**src/rtl/dmi_access_ctrl.sv**
```systemverilog
// DMI access controller on the JTAG-DTM side of the DMI-to-TileLink bridge.
// Each accepted Update-DR becomes one DMI request/response transaction.
// The controller keeps the sticky dmistat (busy/failed) and the value that
// the next Capture-DR returns.
module dmi_access_ctrl #(
    parameter int ABITS = 7,
    parameter int DBITS = 32
) (
    input  logic                   clock,
    input  logic                   reset,
    input  logic                   io_update_valid,
    input  logic [ABITS-1:0]       io_update_addr,
    input  logic [DBITS-1:0]       io_update_data,
    input  logic [1:0]             io_update_op,
    input  logic                   io_capture,
    output logic [ABITS+DBITS+1:0] io_capture_bits,
    input  logic                   io_dmireset,
    input  logic                   io_dmihardreset,
    output logic [1:0]             io_dmistat,
    output logic                   io_busy,
    input  logic                   io_dmi_req_ready,
    output logic                   io_dmi_req_valid,
    output logic [ABITS-1:0]       io_dmi_req_bits_addr,
    output logic [DBITS-1:0]       io_dmi_req_bits_data,
    output logic [1:0]             io_dmi_req_bits_op,
    output logic                   io_dmi_resp_ready,
    input  logic                   io_dmi_resp_valid,
    input  logic [DBITS-1:0]       io_dmi_resp_bits_data,
    input  logic [1:0]             io_dmi_resp_bits_resp
);

    typedef enum logic [1:0] {
        IDLE = 2'd0,
        REQ  = 2'd1,
        RESP = 2'd2
    } state_t;

    localparam logic [1:0] OP_READ   = 2'd1;
    localparam logic [1:0] OP_WRITE  = 2'd2;
    localparam logic [1:0] ST_OK     = 2'd0;
    localparam logic [1:0] ST_FAILED = 2'd2;
    localparam logic [1:0] ST_BUSY   = 2'd3;

    state_t                 state_r;
    logic [ABITS-1:0]       addr_r;
    logic [DBITS-1:0]       data_r;
    logic [1:0]             op_r;
    logic [1:0]             dmistat_r;
    logic [ABITS+DBITS+1:0] capture_bits_r;
    logic                   req_valid_r;
    logic                   resp_ready_r;
    logic                   busy_r;
    logic                   discard_r;

    logic       clear_s;
    logic       stat_ok_s;
    logic       req_op_s;
    logic       accept_s;
    logic       req_fire_s;
    logic       resp_fire_s;
    logic       drop_s;
    logic       busy_event_s;
    logic       fail_event_s;
    logic [1:0] cap_status_s;

    // Decode this cycle's events; a same-cycle dmireset lets an IDLE update see a clean status.
    always_comb begin
        clear_s      = io_dmireset | io_dmihardreset;
        stat_ok_s    = clear_s | (dmistat_r == ST_OK);
        req_op_s     = (io_update_op == OP_READ) | (io_update_op == OP_WRITE);
        accept_s     = (state_r == IDLE) & io_update_valid & req_op_s & stat_ok_s;
        req_fire_s   = (state_r == REQ) & req_valid_r & io_dmi_req_ready;
        resp_fire_s  = (state_r == RESP) & resp_ready_r & io_dmi_resp_valid;
        drop_s       = discard_r | io_dmihardreset;
        busy_event_s = (state_r != IDLE) & (io_update_valid | io_capture);
        fail_event_s = resp_fire_s & (io_dmi_resp_bits_resp != 2'd0) & ~drop_s;
        if (state_r != IDLE) begin
            cap_status_s = ST_BUSY;
        end else begin
            cap_status_s = dmistat_r;
        end
    end

    // Transaction FSM: one request, held until accepted, then one response drained.
    always_ff @(posedge clock or posedge reset) begin
        if (reset) begin
            state_r      <= IDLE;
            addr_r       <= '0;
            data_r       <= '0;
            op_r         <= 2'd0;
            req_valid_r  <= 1'b0;
            resp_ready_r <= 1'b0;
            busy_r       <= 1'b0;
            discard_r    <= 1'b0;
        end else begin
            case (state_r)
                IDLE: begin
                    if (accept_s) begin
                        addr_r      <= io_update_addr;
                        data_r      <= io_update_data;
                        op_r        <= io_update_op;
                        state_r     <= REQ;
                        req_valid_r <= 1'b1;
                        busy_r      <= 1'b1;
                        discard_r   <= 1'b0;
                    end
                end
                REQ: begin
                    // A hard reset cannot retract valid; the result is dropped later instead.
                    if (io_dmihardreset) begin
                        discard_r <= 1'b1;
                    end
                    if (req_fire_s) begin
                        state_r      <= RESP;
                        req_valid_r  <= 1'b0;
                        resp_ready_r <= 1'b1;
                    end
                end
                RESP: begin
                    if (resp_fire_s) begin
                        if (!drop_s && (op_r == OP_READ) && (io_dmi_resp_bits_resp == 2'd0)) begin
                            data_r <= io_dmi_resp_bits_data;
                        end
                        state_r      <= IDLE;
                        resp_ready_r <= 1'b0;
                        busy_r       <= 1'b0;
                        discard_r    <= 1'b0;
                    end else if (io_dmihardreset) begin
                        discard_r <= 1'b1;
                    end
                end
                default: begin
                    state_r      <= IDLE;
                    req_valid_r  <= 1'b0;
                    resp_ready_r <= 1'b0;
                    busy_r       <= 1'b0;
                    discard_r    <= 1'b0;
                end
            endcase
        end
    end

    // Sticky status: a clear wins, otherwise only an OK status can become failed or busy.
    always_ff @(posedge clock or posedge reset) begin
        if (reset) begin
            dmistat_r <= ST_OK;
        end else if (clear_s) begin
            dmistat_r <= ST_OK;
        end else if (dmistat_r == ST_OK) begin
            if (fail_event_s) begin
                dmistat_r <= ST_FAILED;
            end else if (busy_event_s) begin
                dmistat_r <= ST_BUSY;
            end
        end
    end

    // Capture snapshot uses the registers as they were before this cycle's update/response.
    always_ff @(posedge clock or posedge reset) begin
        if (reset) begin
            capture_bits_r <= '0;
        end else if (io_capture) begin
            capture_bits_r <= {addr_r, data_r, cap_status_s};
        end
    end

    assign io_capture_bits      = capture_bits_r;
    assign io_dmistat           = dmistat_r;
    assign io_busy              = busy_r;
    assign io_dmi_req_valid     = req_valid_r;
    assign io_dmi_req_bits_addr = addr_r;
    assign io_dmi_req_bits_data = data_r;
    assign io_dmi_req_bits_op   = op_r;
    assign io_dmi_resp_ready    = resp_ready_r;

endmodule

```
**config.mk**
```make
export PLATFORM = sky130hd
export DESIGN_NAME = dmi_access_ctrl
export DESIGN_NICKNAME = d
export VERILOG_FILES = /design/src/rtl/dmi_access_ctrl.sv
export SDC_FILE = /design/constraint.sdc
export NUM_CORES = 1
export LEC_CHECK = 0
export BUFFER_PORTS_ARGS = -buffer_cell sky130_fd_sc_hd__buf_2
export CORE_MARGIN = 8
export CORE_UTILIZATION = 35
export CTS_CLUSTER_SIZE = 40
export DETAILED_ROUTE_END_ITERATION = 10
export GPL_TIMING_DRIVEN = 1
export SLEW_MARGIN = 10
export SYNTH_ARGS = -nofsm -noshare
export SYNTH_HDL_FRONTEND = slang
export SYNTH_SLANG_ARGS = --single-unit
```
**constraint.sdc**
```tcl
create_clock -name clock -period 5.45 [get_ports clock]
set_input_delay 0.545 -clock clock [delete_from_list [all_inputs] [get_ports clock]]
set_output_delay 0.545 -clock clock [all_outputs]
set_load 0.005 [all_outputs]
```
# Yosys cells after proc, flatten, opt, wreduce, memory -nomap -nowiden
# Cells that the tools add are included.
# totals
in_bits	83
reg_bits	90
out_inout_bits	87
word_cells	80
# op_classes
muxes	24
bitwise	19
n_reduce_logical	18
eq_ne	9
# ops
op	n
two-way mux 32 bit	3
case mux 32 bit (2 select lines)	1
two-way mux 2 bit	8
case mux 1 bit (3 select lines)	4
AND reduction 3 bit	4
AND 1 bit	10
nonzero test 2 bit	4
two-way mux 1 bit	7
== test 2 x 1 -> 1 bit (second input constant)	3
zero test 2 bit	3
!= test 2 bit (second input constant)	3
case mux 2 bit (3 select lines)	1
OR 1 bit	5
== test 2 bit (second input constant)	2
inverter 1 bit	4
AND reduction 2 bit	2
AND reduction 4 bit	1
nonzero test 3 bit	1
logical AND 1 bit	2
!= test 2 x 1 -> 1 bit (second input constant)	1
zero test 1 bit	1

# Depth between registers and ports, before layout
# Gate-level depths: netlist (run 1).
# depth
word_depth	8
depth_mapped	8
mapped_depth_nobuf	6

# Worst setup path before layout (run 1)
# OpenSTA, ideal clock, no wires.
# synth_timing
path_kind	register to register
startpoint	register state_r[0]
endpoint	register data_r[0] (netlist: io_dmi_req_bits_data[0])
required_ns	5.325
arrival_time_ns	2.092
slack_ns	3.233
path_buffers	2
synth_period_minus_slack_ns	2.217
path_stages_with_launch	9
path_cell_list	dfrtp_1 -> inv_1 -> ha_1 -> buf_4 -> or3b_1 -> nor3_2 -> a2bb2oi_4 -> buf_8 -> mux2_4
# synth_via
elab_chain_cells	6
elab_cells_between_ends	13
classes_between	eq/ne: 4; mux: 1; bitwise: 5; reduce/logical: 3
# synth_rtl
element	line	rtl
from (decl)	44	state_t state_r;
from (signal assigned)	87	state_r <= IDLE;
from (signal assigned)	102	state_r <= REQ;
from (signal assigned)	114	state_r <= RESP;
zero test 2 bit	71, 96	
AND 1 bit (3 in series)	71	accept_s = (state_r == IDLE) & io_update_valid & req_op_s & stat_ok_s;
!= test 2 bit (no source line)	--	
AND reduction 4 bit (no source line)	--	
to (signal assigned)	100	data_r <= io_update_data;
to (signal assigned)	122	data_r <= io_dmi_resp_bits_data;
to (decl)	46	logic [DBITS-1:0] data_r;
# Parallel ways exist; a longest one is shown, timed or not.
# A chain may end at the register's enable or synchronous reset.

# Worst setup path in the final report (run 1)
# layout_timing
startpoint	register state_r[0]
endpoint	register data_r[13] (netlist: io_dmi_req_bits_data[13])
# The elaborated chain is that of the path after synthesis.

==> results.md, run 1 <==
- Outcome: finished, final reports clean
- Overflow left after global routing: 0
- Hold WS: 274.9 ps
- Worst Path Max Fanout: 37
- H-tree depth: 3
- CTS root buf: clkbuf_16
- Avg WL per Cell: 17.39 µm
- Core footprint: 11420 µm²
- Cell Area, Synth: 4096 µm²
- CTS resizes: 0
- Antenna violations before repair: 0
- First-pass GRT wire length: 15.94 mm
- CTS Buf Count: 9
- Row count: 39
- Pwr Density: 600.9 nW/µm²
- Fillers: 1043
- WP data required: 5670 ps
- Drc violations: 0
- CTS clk-pin slew, worst paths: 70 ps
- Setup slack after layout: 1890 ps
- Crit path buf inv count: 2
- Clock Sinks: 90
- CTS tree: done
- Critical path endpoint category: flip-flop
- Area delta synth->final: 31.18%
- Syn Inst Count: 270
- Later-pin clock latency in the skew report: 340 ps
- Chip height: 124.2 µm
- Global placement routability congestion: 0.7339
- Slew Limit Fails: 0
- Nets: 526
- Final count of hold timing violations: 0
- Crit-path cells: inv_1, ha_2, or3b_1, nor3_2, a2bb2oi_4, buf_4, mux2_2
- Cts hold-fix bufs: 0
- Worst slew pin tran: 1109 ps
- Setup Skew: 7.348 ps
- Max-Slew Margin vs Limit: 26.06%
- WP data arrival: 3780 ps
- Syn Area/Cell: 15.17 µm²
- Worst min-delay path class: input pin to async pin
- Die ar.: 15420 µm²
- Ant diodes: 0
- DP HPWL: 7.467 mm
- Synth area leaders: dfrtp_1 (55%), mux2_2 (22%), mux2_4 (11%), ha_1 (1.2%), buf_8 (1.1%)
- Leakage power: 2.610 nW
- Vias in the first global route: 3173
- DRT iter0 DRCs: 81
- Largest net degree at the start of global routing: 52
- R2r setup slk: 1890 ps
- Total Wirelength: 10.21 mm
- Startpoint Class: flip-flop
- Min Tclk post-route: 3560 ps
- CTS Buffer Depth: 2
- Fmax: 0.2809 GHz
- Die X: 124.2 µm
- Critical path's top delay family: adder cells
- Layout cells sized above 1: 68.02%
- Initial Util: 35.88%
- RSZ-0062 raised after global routing: false
- Final ANT Viol Nets: 0
- Global Route Usage Sum: 13.47%
- Postcts setup bufs: 0
- Input/output buffers: 169
- I/O Pins: 170
- Tcrit/Tclk final: 65.32%
- Worst slack, placed: 1794 ps
- Routed via count: 2793
- Total power: 0.003229 W
- CP max-delay cell: ha_2
- Synth Register Bits: 90
- Post-synth top area share: 54.98%
- Max incr delay on CP: 810 ps
- Synthesized Nets: 357
- Via-to-Cell Ratio: 4.758
- Fin Setup TNS: 0 ps
- Unique masters post-synth: 33
- Setup-failing EPs final: 0
- Max Cap Viol: 0
- Sequential share of the synthesized area: 54.98%
- Cell taking the most area after synthesis: dfrtp_1
- Synth Warn #: 0
- Kind of critical path: flip-flop to flip-flop
- Peak VDD IR: 0.0002754 V
- First-pass detailed-route iteration total: 4
==> area by class of cell <==
type	count	area (µm²)	area share, %
clock inverters	4	73.82	1.374
inverters	5	20.02	0.3725
well taps	143	178.9	3.329
repair buffers	171	860.8	16.02
clock buffers	12	246.5	4.587
flip-flops and latches	90	2252	41.91
multi-input cells	162	1742	32.41
==> routing by layer <==
metal	GRT usage [%]	part of all wire, %	vias to the layer above
met5	0	0	-
met4	6.097	1.6	0
met3	6.256	11	13
met2	19.76	44	113
met1	16.58	44	1352
li1	-	-	1315
==> report_power, final <==
| group | switching (W) | total [W] | internal [W] |
|---|---|---|---|
| clock network | 0.000251 | 0.000667 | 0.000416 |
| logic | 0.000534 | 0.00135 | 0.000813 |
| registers | 0.000211 | 0.00121 | 0.00100 |
| total | 0.000997 | 0.00323 | 0.00223 |
==> metrics by stage <==
step / cell area (µm²) / std cells / utilization, %
finish: 5374 / 587 / 47.06
global route: 5374 / 587 / 47.06
CTS: 5374 / 587 / 47.06
detailed placement: 5054 / 571 / 44.26
global placement: 5054 / 571 / 44.26
floorplan: 4096 / 270 / -
==> state kept, by name, summed over array words and instances (netlist names), 2 cells and up <==
register              flops
io_capture_bits          41
io_dmi_req_bits_addr      7
io_dmi_req_bits_data     32
io_dmi_req_bits_op        2
io_dmistat                2
state_r                   2
==> layout by cell type, fill, tap and decap left out, types with 3 or more instances in the layout <==
master,instances
a21oi_1,5
buf_2,169
clkbuf_16,9
dfrtp_1,90
ha_1,3
inv_1,4
mux2_2,81
mux2_4,30
nand2_1,3
nor2_1,8
o21ai_0,5
o22a_1,3
==> worst paths after layout <==
kind,start,to,cells after the start
min,reset,io_capture_bits[19]$_DFFE_PP0P_,2
max in group asynchronous,reset,io_capture_bits[22]$_DFFE_PP0P_,3
max,state_r[0]$_DFFE_PP0P_,io_dmi_req_bits_data[13]$_DFFE_PP0P_,7
min reg2reg,io_capture_bits[33]$_DFFE_PP0P_,io_capture_bits[33]$_DFFE_PP0P_,1
min in group clock,io_update_op[1],io_dmi_req_bits_op[0]$_DFFE_PP0P_,2
max reg2reg,state_r[0]$_DFFE_PP0P_,io_dmi_req_bits_data[13]$_DFFE_PP0P_,7
==> cell families after synthesis <==
family          after synthesis  share of synthesized area, %
xor+xnor                      1                        0.2138
simple gates                 17                         2.169
fa+ha+maj                     4                         1.222
mux                         111                         33.26
compound gates               29                         5.590
flops                        90                         54.98
buf+inv                      18                         2.566
==> synthesized netlist by cell type (all sizes together) <==
library cell and n:
clkbuf 8, a31oi 1, or2 1, nor3 1, o22a 3, dfrtp 90
o31ai 2, xor2 1, nor2b 2, inv 5, ha 4, o311ai 2
nand2 3, o21bai 1, a22oi 1, nor2 8, o21a 1, a21boi 2
o2111ai 1, o21ai 5, or3b 1, mux2 111, o311a 1, or4b 1
a2bb2oi 1, a21o 2, a21oi 5, a311oi 1, buf 5
No activity file was read; power rests on OpenSTA's default activity.
==> run 2, diff against run 1 <==
- clock period: 5.45 -> 3.38 ns (I/O delays scaled with it)
==> results.md, run 2 (synthesized netlist as in run 1, its figures left out) <==
- Outcome: finished, final reports clean
- RSZ-0062 raised after global routing: false
- Clock Sinks: 90 (unchanged)
- Tcrit/Tclk final: 85.05% (+20 points)
- Area delta synth->final: 30.91%
- Leakage power: 2.597 nW (-0.48%)
- Final ANT Viol Nets: 0 (unchanged)
- Worst r2r dst: io_dmi_req_bits_data[13]$_DFFE_PP0P_
- Nets: 529 (+0.57%)
- Worst setup path start: state_r[0]$_DFFE_PP0P_
- Chip height: 124.2 µm (unchanged)
- DRT iter0 DRCs: 80 (-1.2%)
- Worst Path Max Fanout: 19 (-49%)
- Pwr Density: 944.7 nW/µm² (+57%)
- Initial Util: 35.88% (unchanged)
- Overflow left after global routing: 0 (unchanged)
- Input/output buffers: 169 (unchanged)
- R2r setup slk: 510 ps (-1380 ps)
- Setup-failing EPs final: 0 (unchanged)
- Worst flop-to-flop path startpoint: state_r[0]$_DFFE_PP0P_
- Largest net degree at the start of global routing: 91 (+75%)
- WP data arrival: 3100 ps (-680 ps)
- Vias in the first global route: 3146 (-0.85%)
- Total power: 0.005066 W (+57%)
- CP max-delay cell: a2bb2oi_4
- Finished Cell Area: 5363 µm² (-0.21%)
- Row count: 39 (unchanged)
- Most frequent cells in the layout: buf_2 (169), dfrtp_1 (90), mux2_2 (81)
- Routed via count: 2780 (-0.47%)
- I/O Pins: 170 (unchanged)
- Fillers: 1056 (+1.2%)
- Final count of hold timing violations: 0 (unchanged)
- Min Tclk post-route: 2875 ps (-685.1 ps)
- CTS Buffer Depth: 2 (unchanged)
- Placed cell count: 574 (+0.53%)
- CTS Buf Count: 9 (unchanged)
- R2R depth: 7 (unchanged)
- Post-Place Cell Area: 5089 µm² (+0.69%)
- Crit-path cells: inv_1, ha_2, or3b_1, nor3_2, a2bb2oi_4, buf_4, mux2_2
- Max-Slew Margin vs Limit: 26.28% (+0.22 points)
- CTS resizes: 0 (unchanged)
- First-pass GRT wire length: 16.02 mm (+0.51%)
- First-pass detailed-route iteration total: 4 (unchanged)
- Global Route Usage Sum: 13.32% (-0.15 points)
- Most common cell after layout, fill and taps aside: buf_2
- CTS tree: done
- Postcts setup bufs: 0 (unchanged)
- Antenna violations before repair: 0 (unchanged)
- Setup Skew: 7.394 ps (+0.04627 ps)
- DP HPWL: 7.334 mm (-1.8%)
- Worst min-delay path class: input pin to async pin
- Drc violations: 0 (unchanged)
- Layout cells sized above 1: 68.23% (+0.21 points)
- Max incr delay on CP: 550 ps (-260 ps)
- Die X: 124.2 µm (unchanged)
- Fmax: 0.3479 GHz (+24%)
- Avg WL per Cell: 16.86 µm (-3.0%)
- Startpoint Class: flip-flop
- Max Cap Viol: 0 (unchanged)
- Kind of critical path: flip-flop to flip-flop
- Slew Limit Fails: 0 (unchanged)
- Fin Setup TNS: 0 ps (unchanged)
- Total Wirelength: 9.948 mm (-2.5%)
- Later-pin clock latency in the skew report: 340 ps (about the same)
- CTS root buf: clkbuf_16
- Worst slew pin tran: 1106 ps (-3.282 ps)
- Die ar.: 15420 µm² (unchanged)
- Global placement routability congestion: 0.7659 (+4.4%)
- CTS clk-pin slew, worst paths: 70 ps (about the same)
- Critical path endpoint category: flip-flop
- Hold WS: 60.99 ps (-213.9 ps)
- Core footprint: 11420 µm² (unchanged)
- Ant diodes: 0 (unchanged)
- Via-to-Cell Ratio: 4.712 (-0.97%)
- Peak VDD IR: 0.0003644 V (+32%)
- Largest register FFs: 41 (unchanged)
- H-tree depth: 3 (unchanged)
- WP data required: 3600 ps (-2070 ps)
- Non-Filler Instances: 590 (+0.51%)
- Cts hold-fix bufs: 0 (unchanged)
## run 2: cell types whose count changed in the layout (fill, tap and decap cells not counted), sizes merged
| cell | before | now |
|---|---|---|
| inv | 5 | 4 |
| bufinv | 2 | 0 |
| buf | 171 | 174 |
| clkinvlp | 0 | 3 |
## run 2: power breakdown
group / switching (W) / leakage [nW] / total (W) / internal [W]
combinational: 0.000861 / 1.40 / 0.00219 / 0.00133
sequential: 0.000334 / 1.07 / 0.00195 / 0.00162
clock: 0.000408 / 0.125 / 0.000926 / 0.000518
## run 2: worst max path at each step
stage / endpoint / slack, ps / cells after the start
6_report: io_dmi_req_bits_data[13]$_DFFE_PP0P_ / 510 / 7
5_1_grt: io_dmi_req_bits_data[13]$_DFFE_PP0P_ / 340 / 7
3_3_place_gp: io_dmi_req_bits_data[13]$_DFFE_PP0P_ / 530 / 7
4_1_cts: io_dmi_req_bits_data[13]$_DFFE_PP0P_ / 460 / 7
3_5_place_dp: io_dmi_req_bits_data[13]$_DFFE_PP0P_ / 480 / 7
2_1_floorplan: discard_r$_DFFE_PP0P_ / 710 / 1
## run 2: final cells by class
| cell class | instances | area, µm² | area share (%) |
|---|---|---|---|
| flip-flops and latches | 90 | 2252 | 42.00 |
| multi-input cells | 162 | 1742 | 32.48 |
| repair buffers | 174 | 895.9 | 16.71 |
| clock buffers | 12 | 246.5 | 4.596 |
| well taps | 143 | 178.9 | 3.336 |
| clock inverters | 4 | 27.53 | 0.5133 |
| inverters | 5 | 20.02 | 0.3733 |
## run 2: metal layers
| layer | track usage [%] | vias up | routed length [µm] |
|---|---|---|---|
| met2 | 19.56 | 110 | 4355 |
| met5 | 0 | - | 0 |
| met3 | 4.896 | 11 | 961 |
| met1 | 17.19 | 1334 | 4474 |
| met4 | 5.948 | 0 | 158 |
| li1 | - | 1325 | - |
## run 2: per-stage QoR
step / setup slack (ps) / utilization, %
after global routing: 340.0 / 46.96
after CTS: 464.4 / 46.96
final: 505.2 / 46.96
after detailed placement: 478.1 / 44.57
after floorplan: 706.7 / -
after global placement: 527.2 / 44.57
## run 2: critical path: cells and delay by family (launching register included)
| kind | cells | cell delay [ps] |
|---|---|---|
| multiplexers | 1 | 370 |
| flip-flops | 1 | 400 |
| AND/OR/NAND/NOR | 2 | 650 |
| adder cells (fa/ha/maj) | 1 | 200 |
| buffers and inverters | 2 | 560 |
| AO/OA/AOI/OAI | 1 | 550 |
==> run 3, diff against run 2 <==
- CELL_PAD_IN_SITES_DETAIL_PLACEMENT: unset -> 2
- CELL_PAD_IN_SITES_GLOBAL_PLACEMENT: unset -> 2
- CORE_UTILIZATION: 35 -> 34
- PLACE_DENSITY_LB_ADDON: unset -> 0.1
- clock period: 3.38 -> 3.65 ns (I/O delays scaled with it)
==> results.md, run 3 (synthesized netlist as in run 1, its figures left out) <==
- Later-pin clock latency in the skew report: 340 ps (about the same)
- Max incr delay on CP: 420 ps (-130 ps)
- Die X: 125.8 µm (+1.3%)
- Max-Slew Margin vs Limit: 28.45% (+2.2 points)
- Final count of hold timing violations: 0 (unchanged)
- Drc violations: 0 (unchanged)
- Largest net degree at the start of global routing: 54 (-41%)
- H-tree depth: 3 (unchanged)
- CTS resizes: 0 (unchanged)
- Crit-path cells: inv_1, ha_2, buf_4, a21boi_0, nor3_2, a2bb2oi_4, buf_4, mux2_4
- CTS clk-pin slew, worst paths: 60 ps (about the same)
- CP max-delay cell: buf_4
- Routed via count: 2901 (+4.4%)
- Worst flop-to-flop path startpoint: state_r[0]$_DFFE_PP0P_
- Vias in the first global route: 3533 (+12%)
- Critical path's top delay family: buffers and inverters
- Ant diodes: 0 (unchanged)
- CTS tree: done
- DP HPWL: 9.161 mm (+25%)
- Met3 wire length: 1.100 mm (+14%)
- Antenna violations before repair: 0 (unchanged)
- Setup-failing EPs final: 0 (unchanged)
- Total Wirelength: 12.12 mm (+22%)
- Metal2 WL: 5.839 mm (+34%)
- Min Tclk post-route: 2572 ps (-302.8 ps)
- Most frequent cells in the layout: buf_2 (169), dfrtp_1 (90), mux2_2 (81)
- I/O Pins: 170 (unchanged)
- CTS Buf Count: 9 (unchanged)
- First-pass GRT wire length: 19.93 mm (+24%)
- Setup Skew: 7.247 ps (-0.1473 ps)
- WP data required: 3870 ps (+270 ps)
- DRT iter0 DRCs: 93 (+16%)
- Via-to-Cell Ratio: 4.892 (+3.8%)
- DRT met1 WL: 4.986 mm (+11%)
- Tcrit/Tclk final: 70.46% (-15 points)
- Global placement routability congestion: 0.7349 (-4.0%)
- Worst setup path start: state_r[0]$_DFFE_PP0P_
- Hold WS: 124.7 ps (+63.73 ps)
- Cell mode on critical path: buf_4
- Initial Util: 34.39% (-1.5 points)
- Chip height: 125.8 µm (+1.3%)
- Postcts setup bufs: 0 (unchanged)
- Startpoint Class: flip-flop
- RSZ-0062 raised after global routing: false
- Fmax: 0.3888 GHz (+12%)
- Row count: 40 (+2.6%)
- CTS Buffer Depth: 2 (unchanged)
- Area delta synth->final: 31.06%
- Worst min-delay path class: input pin to async pin
- Final ANT Viol Nets: 0 (unchanged)
- Peak VDD IR: 0.0002428 V (-33%)
- Pwr Density: 904.1 nW/µm² (-4.3%)
- Critical path endpoint category: flip-flop
- Slew Limit Fails: 0 (unchanged)
- Global Route Usage Sum: 15.98% (+2.7 points)
- CTS root buf: clkbuf_16
- Worst slew pin tran: 1073 ps (-32.54 ps)
- Layout cells sized above 1: 67.94% (-0.30 points)
- Fin Setup TNS: 0 ps (unchanged)
- Input/output buffers: 169 (unchanged)
- Overflow left after global routing: 0 (unchanged)
- Avg WL per Cell: 20.44 µm (+21%)
- Top Metal Used: met4
- Clock Sinks: 90 (unchanged)
- Nets: 529 (unchanged)
- Outcome: finished, final reports clean
- Kind of critical path: flip-flop to flip-flop
- WP data arrival: 2790 ps (-310 ps)
- Die ar.: 15820 µm² (+2.6%)
- Cts hold-fix bufs: 0 (unchanged)
- Leakage power: 2.603 nW (+0.25%)
- Max Cap Viol: 0 (unchanged)
- Worst Path Max Fanout: 36 (+17)
- Crit path buf inv count: 3 (+1)
- First-pass detailed-route iteration total: 4 (unchanged)
- Most common cell after layout, fill and taps aside: buf_2
- Largest register FFs: 41 (unchanged)
- Core footprint: 11910 µm² (+4.3%)
==> run 3: changes by cell type in the layout (fill, tap and decap cells not counted) <==
| cell | before | now |
|---|---|---|
| clkinvlp_4 | 3 | 1 |
| buf_4 | 4 | 5 |
| clkinv_2 | 2 | 1 |
| bufinv_16 | 0 | 1 |
| buf_12 | 1 | 0 |
| clkbuf_1 | 2 | 3 |
==> run 3: through the flow <==
step / cells / area (µm²) / power [W] / setup slack (ps) / utilization [%]
2_1_floorplan: 270 / 4096 / 0.003126 / 949.7 / -
3_3_place_gp: 578 / 5081 / 0.003894 / 1220 / 42.66
3_5_place_dp: 578 / 5081 / 0.004007 / 1088 / 42.66
4_1_cts: 593 / 5369 / 0.004967 / 1072 / 45.07
5_1_grt: 593 / 5369 / 0.005199 / 956.8 / 45.07
6_report: 593 / 5369 / 0.004854 / 1078 / 45.07
==> run 3: worst register-to-register path, cell delays in order, from the launching register on <==
cell	delay (ps)
dfrtp_1	410
inv_1	130
ha_2	180
buf_4	420
a21boi_0	420
nor3_2	120
a2bb2oi_4	160
buf_4	280
mux2_4	350
==> run 3: layout make-up <==
class | count | area, µm²
fill | 1215 | 6543
sequential | 90 | 2252
multi-input combinational | 162 | 1742
timing repair buffer | 174 | 883.3
clock buffer | 13 | 250.2
tap | 147 | 183.9
clock inverter | 2 | 37.54
inverter | 5 | 20.02
==> run 3: final timing paths <==
| check | end | slack, ps | cells after the start |
|---|---|---|---|
| worst max-delay path | io_dmi_req_bits_data[15]$_DFFE_PP0P_ | 1080 | 8 |
| worst min-delay path | io_capture_bits[27]$_DFFE_PP0P_ | 120 | 3 |
| worst max register to register | io_dmi_req_bits_data[15]$_DFFE_PP0P_ | 1080 | 8 |
| worst min register to register | io_capture_bits[25]$_DFFE_PP0P_ | 500 | 1 |
| max in group asynchronous | io_dmi_req_valid$_DFFE_PP0P_ | 2970 | 3 |
| min in group clock | io_dmi_req_bits_op[0]$_DFFE_PP0P_ | 260 | 2 |
==> run 3: report_power, final <==
| group | total [W] | switching, W | internal (W) |
|---|---|---|---|
| clock network | 0.000921 | 0.000374 | 0.000547 |
| registers | 0.00183 | 0.000335 | 0.00150 |
| logic | 0.00210 | 0.000875 | 0.00122 |
| total | 0.00485 | 0.00158 | 0.00327 |
==> run 3: per-layer routing <==
metal	up-vias	GRT usage, %
li1	1320	-
met1	1465	18.06
met2	103	26.51
met3	13	6.414
met4	0	6.369
met5	-	0
